## src/rtl/ram_fifo_ctrl.sv

```systemverilog
// ram_fifo_ctrl
//   Valid/ready FIFO controller driving an external 1R1W synchronous RAM
//   (1-cycle read latency, read-during-write returns old data). Reads are
//   issued ahead of demand into a 2-entry output skid buffer so the consumer
//   sees a first-word-fall-through stream at one word per cycle.
//
// Handshake: a transfer happens on a rising clk edge when valid and ready
//   are both high in the preceding cycle. in_ready never depends on in_valid,
//   and out_valid never depends on out_ready. While out_valid is high and
//   out_ready is low, out_valid and out_data hold.
//
// Ports
//   clk, rst_n            clock, asynchronous active-low reset
//   flush                 synchronous clear of all contents (beats push/pop)
//   in_valid/in_ready     producer handshake, in_data payload
//   out_valid/out_ready   consumer handshake, out_data = FIFO head
//   count                 entries held: RAM + read in flight + skid buffer
//   ram_waddr/wdata/we    RAM write port (combinational from push)
//   ram_raddr             RAM read address (always the read pointer)
//   ram_rdata             RAM read data, valid one cycle after ram_raddr

`ifndef DATA_LEN
`define DATA_LEN 32
`endif

module ram_fifo_ctrl #(
  parameter int DATA_WIDTH = `DATA_LEN,
  parameter int DEPTH      = 32,
  parameter int ADDR_WIDTH = 5
) (
  input  logic                  clk,
  input  logic                  rst_n,
  input  logic                  flush,
  input  logic                  in_valid,
  output logic                  in_ready,
  input  logic [DATA_WIDTH-1:0] in_data,
  output logic                  out_valid,
  input  logic                  out_ready,
  output logic [DATA_WIDTH-1:0] out_data,
  output logic [ADDR_WIDTH:0]   count,
  output logic [ADDR_WIDTH-1:0] ram_waddr,
  output logic [DATA_WIDTH-1:0] ram_wdata,
  output logic                  ram_we,
  output logic [ADDR_WIDTH-1:0] ram_raddr,
  input  logic [DATA_WIDTH-1:0] ram_rdata
);

  localparam logic [ADDR_WIDTH:0] DEPTH_C = (ADDR_WIDTH+1)'(DEPTH);

  logic [ADDR_WIDTH-1:0] wptr_q, wptr_d;
  logic [ADDR_WIDTH-1:0] rptr_q, rptr_d;
  logic [ADDR_WIDTH:0]   ram_cnt_q, ram_cnt_d;
  logic                  inflight_q, inflight_d;
  logic [1:0]            ob_cnt_q, ob_cnt_d;
  logic [DATA_WIDTH-1:0] skid0_q, skid0_d;  // head of the skid buffer
  logic [DATA_WIDTH-1:0] skid1_q, skid1_d;

  logic       push;
  logic       pop;
  logic       issue;
  logic [2:0] occ;

  // Write side: RAM write is purely combinational from the accepted push.
  // rst_n is folded in so no RAM write can occur while reset is asserted.
  assign in_ready  = rst_n & ~flush & (ram_cnt_q < DEPTH_C);
  assign push      = in_valid & in_ready;
  assign ram_we    = push;
  assign ram_waddr = wptr_q;
  assign ram_wdata = in_data;
  assign ram_raddr = rptr_q;

  assign out_valid = (ob_cnt_q != 2'd0);
  assign out_data  = skid0_q;
  assign pop       = out_valid & out_ready;

  // Issue a read only while the skid buffer (counting the word already in
  // flight, minus the one leaving this cycle) has room. Using the registered
  // ram_cnt means a word written this cycle is never read in the same cycle,
  // so the read never collides with the write address.
  assign occ   = {1'b0, ob_cnt_q} + {2'b00, inflight_q};
  assign issue = ~flush & (ram_cnt_q != '0) & (occ < (3'd2 + {2'b00, pop}));

  assign count = ram_cnt_q + (ADDR_WIDTH+1)'(inflight_q)
               + (ADDR_WIDTH+1)'(ob_cnt_q);

  always_comb begin
    wptr_d     = wptr_q;
    rptr_d     = rptr_q;
    ram_cnt_d  = ram_cnt_q;
    inflight_d = issue;
    ob_cnt_d   = ob_cnt_q;
    skid0_d    = skid0_q;
    skid1_d    = skid1_q;
    if (flush) begin
      // Any returning RAM word is dropped because inflight/ob_cnt clear.
      wptr_d     = '0;
      rptr_d     = '0;
      ram_cnt_d  = '0;
      inflight_d = 1'b0;
      ob_cnt_d   = 2'd0;
    end else begin
      if (push)  wptr_d = wptr_q + 1'b1;
      if (issue) rptr_d = rptr_q + 1'b1;
      ram_cnt_d = ram_cnt_q + (ADDR_WIDTH+1)'(push) - (ADDR_WIDTH+1)'(issue);
      // Skid buffer is a 2-deep shift FIFO: slot 0 is the head.
      case ({inflight_q, pop})
        2'b10: begin
          if (ob_cnt_q == 2'd0) skid0_d = ram_rdata;
          else                  skid1_d = ram_rdata;
          ob_cnt_d = ob_cnt_q + 2'd1;
        end
        2'b01: begin
          skid0_d  = skid1_q;
          ob_cnt_d = ob_cnt_q - 2'd1;
        end
        2'b11: begin
          // Capture and pop together: occupancy unchanged.
          if (ob_cnt_q == 2'd2) begin
            skid0_d = skid1_q;
            skid1_d = ram_rdata;
          end else begin
            skid0_d = ram_rdata;
          end
        end
        default: ;
      endcase
    end
  end

  always_ff @(posedge clk or negedge rst_n) begin
    if (!rst_n) begin
      wptr_q     <= '0;
      rptr_q     <= '0;
      ram_cnt_q  <= '0;
      inflight_q <= 1'b0;
      ob_cnt_q   <= 2'd0;
      skid0_q    <= '0;
      skid1_q    <= '0;
    end else begin
      wptr_q     <= wptr_d;
      rptr_q     <= rptr_d;
      ram_cnt_q  <= ram_cnt_d;
      inflight_q <= inflight_d;
      ob_cnt_q   <= ob_cnt_d;
      skid0_q    <= skid0_d;
      skid1_q    <= skid1_d;
    end
  end

endmodule
```

## config.mk

```make
export PLATFORM = sky130hd
export DESIGN_NAME = ram_fifo_ctrl
export DESIGN_NICKNAME = d
export VERILOG_FILES = /design/src/rtl/ram_fifo_ctrl.sv
export SDC_FILE = /design/constraint.sdc
export NUM_CORES = 1
export LEC_CHECK = 0
export ABC_AREA = 0
export CAP_MARGIN = 20
export CORE_MARGIN = 10
export CORE_UTILIZATION = 49
export DETAILED_ROUTE_END_ITERATION = 10
export GPL_ROUTABILITY_DRIVEN = 0
export PLACE_DENSITY = 0.94
export SLEW_MARGIN = 25
export SYNTH_ARGS = -nofsm -noshare
export SYNTH_HDL_FRONTEND = slang
export SYNTH_SLANG_ARGS = --single-unit
```

## constraint.sdc

```tcl
create_clock -name clk -period 4.1 [get_ports clk]
set_clock_uncertainty 0.05 [all_clocks]
set_input_delay 1.025 -clock clk [delete_from_list [all_inputs] [get_ports clk]]
set_output_delay 1.025 -clock clk [all_outputs]
set_load 0.02 [all_outputs]
```

==> results.cfg <==
[run_status]
outcome = complete, no violations

[placement]
preCtsSetupSlack_ns = 0.441
portBuffers = 87
dp_hpwl_um = 6940

[floorplan]
io_pins = 152
initial_core_util_pct = 50.8
die_area_um2 = 12700
rows = 33
die_y_um = 113
core-area_um2 = 8260
die_w_um = 113

[finish]
syn_to_final_growth_pct = 23.0
layout_commonest_cell = clkdlybuf4s50_1
nets = 515
drive_gt1_share_pct = 13.8
final_cell_mix = 86 x clkdlybuf4s50_1, 83 x dfrtp_1, 41 x nor2_1
diodes = 0
fillers = 657

[timing]
finalSetupViolCount = 0
slew_headroom_pct = 55.4
timing_hold_violations_final = 0
drv_slew = 0
fin_crit_ns = 3.65
post-route-period-util_pct = 89.1
rsz0062_at_grt = false
setup_tns_ns = 0
layout_setup_ws_ns = 0.448
tightestPinTransition_ns = 0.667
fmax_ghz = 0.274

[synth]
postSynthCellCount = 370
synth_seq_cells = 83
synth-edff-count = 0
synth_cell_types = 38
ys.flop_type = dfrtp_1
yosysWarningCount = 0
syn_area_per_cell_um2 = 11.3
async_flop_share_pct = 100
yosysSeqAreaShare_pct = 49.5
syn_nets = 456
synth_area_um2 = 4200

[clock_tree]
cts-resized-gates = 0
clock_sinks = 83
hold_buffers = 0
clkSlewWorstSetupHoldPaths_ns = 0.09
cts_root_buf = clkbuf_8
h-tree-depth = 3
clock_latency_ns = 0.34
numCtsBuffers = 9
post_cts_buffers = 0
cts_tree = yes
cts_buffer_depth = 2

[drt]
vias = 2850
avgRoutedWirePerCell_um = 17.4
wirelength_um = 9390
ant_nets = 0
drt_first_pass_iters = 6
post_drt_via_cell_ratio = 5.29
drcViolationCount = 0
drt-initial-drc-count = 128

[setup_path]
crit_required_ns = 3.02
critical_path.max_fanout = 2
crit_arrival_ns = 2.58
r2r_cells = 11
crit_type = input port to output port
cp-end-kind = output port
start_kind = input port

[pwr]
power.density_nw_per_um2 = 725
netSwitchingPower_w = 0.00142
pwr-share-clk_pct = 16.1
swShare_pct = 37.8
power.leakage_nw = 2.46
pwr-share-seq_pct = 37.5
power_frac_comb_pct = 46.3
ir_drop_v = 0.000411
intPower_w = 0.00233

[worst_hold_path]
whs_path_depth = 1
worstHoldPathType = flop to flop

[global_routing]
first_global_vias = 3024
grt_remaining_overflow = 0
grt_pass1_wl_um = 15500
grt_max_degree = 65
grt_antenna_before_repair = 0
grt.total_usage_pct = 14.8

[run]
max_cap_viol_count = 0
## worst max-delay path, cell delays in order
cell	delay, ns
clkdlybuf4s50_1	0.47
nor4bb_1	0.39
clkdlybuf4s50_1	0.69
## kinds of logic (layout without fill, tap and decap cells)
group / Yosys count / count (layout) / share of synthesized area (%)
AOI/OAI and AO/OA: 54 / 54 / 7.78
buffers and inverters: 61 / 125 / 9.06
adders and majority gates: 17 / 17 / 5.61
xor gates and xnor gates: 12 / 12 / 2.50
DFF: 83 / 83 / 49.5
muxes: 70 / 70 / 17.7
and+or+nand+nor: 73 / 73 / 7.87
## Yosys cell counts (2+ instances only)
cell type | number | area (um^2)
xor2_1 | 4 | 35.0
nand2_1 | 10 | 37.5
clkbuf_1 | 2 | 7.51
and3_1 | 3 | 18.8
fa_1 | 3 | 60.1
nor2b_1 | 6 | 37.5
nand4_1 | 2 | 12.5
mux2_2 | 31 | 349
nor4_1 | 2 | 12.5
nand3_1 | 5 | 25.0
buf_4 | 38 | 285
o21ai_0 | 5 | 25.0
dfrtp_1 | 83 | 2080
inv_1 | 13 | 48.8
a21oi_1 | 37 | 185
mux2_1 | 2 | 22.5
xnor2_1 | 8 | 70.1
mux2i_1 | 37 | 370
buf_2 | 7 | 35.0
nor2_1 | 41 | 154
ha_1 | 14 | 175
## path summary, 6_finish.rpt
kind | slack [ns] | endpoint | startpoint
max reg2reg | 1.19 | ram_cnt_q[4] | inflight_q
min reg2reg | 0.42 | ram_raddr[4] | ram_raddr[4]
max | 0.45 | ram_we | in_valid
min | 0.42 | ram_raddr[4] | ram_raddr[4]
min in group asynchronous | 0.70 | ram_cnt_q[5] | rst_n
max in group asynchronous | 2.32 | ram_waddr[3] | rst_n
## power by group through the flow
stage	clock [W]	combinational, W	sequential [W]
CTS	0.000626	0.00177	0.00140
finish	0.000605	0.00173	0.00141
global route	0.000663	0.00190	0.00145
detailed placement	0	0.00175	0.00142
global placement	0	0.00168	0.00139
floorplan	0	0.000918	0.00157
## registers in the layout, indices dropped and copies added (netlist names)
signal and count:
out_data 32, ram_waddr 5, ram_cnt_q 6, ram_raddr 5, ob_cnt_q 2, inflight_q 1
skid1_q 32
## stage by stage
step	power (W)	std cells	util (%)	instance area, um^2	hold slack [ns]
2_1_floorplan	0.00249	370	-	4200	0.414
3_3_place_gp	0.00308	523	60.0	4950	0.413
3_5_place_dp	0.00317	523	60.0	4950	0.415
4_1_cts	0.00379	539	62.5	5160	0.428
5_1_grt	0.00401	539	62.5	5160	0.447
6_report	0.00374	539	62.5	5160	0.423
## area by class of cell
class                      count  area, um^2  area share, %
clock inverter                 6        71.3           1.38
tap                          105         131           2.54
clock buffer                  10         138           2.67
sequential                    83        2080           40.2
inverter                      13        48.8          0.945
multi-input combinational    226        1750           33.9
timing repair buffer          96         948           18.4
## layer usage
| metal | routed length (um) | GRT usage (%) | up-vias |
|---|---|---|---|
| li1 | - | - | 1351 |
| met3 | 718 | 6.02 | 21 |
| met5 | 0 | 0 | - |
| met4 | 147 | 4.65 | 0 |
| met1 | 3870 | 17.4 | 1377 |
| met2 | 4650 | 24.1 | 101 |
Note: power is estimated with default switching activity, not from simulation.
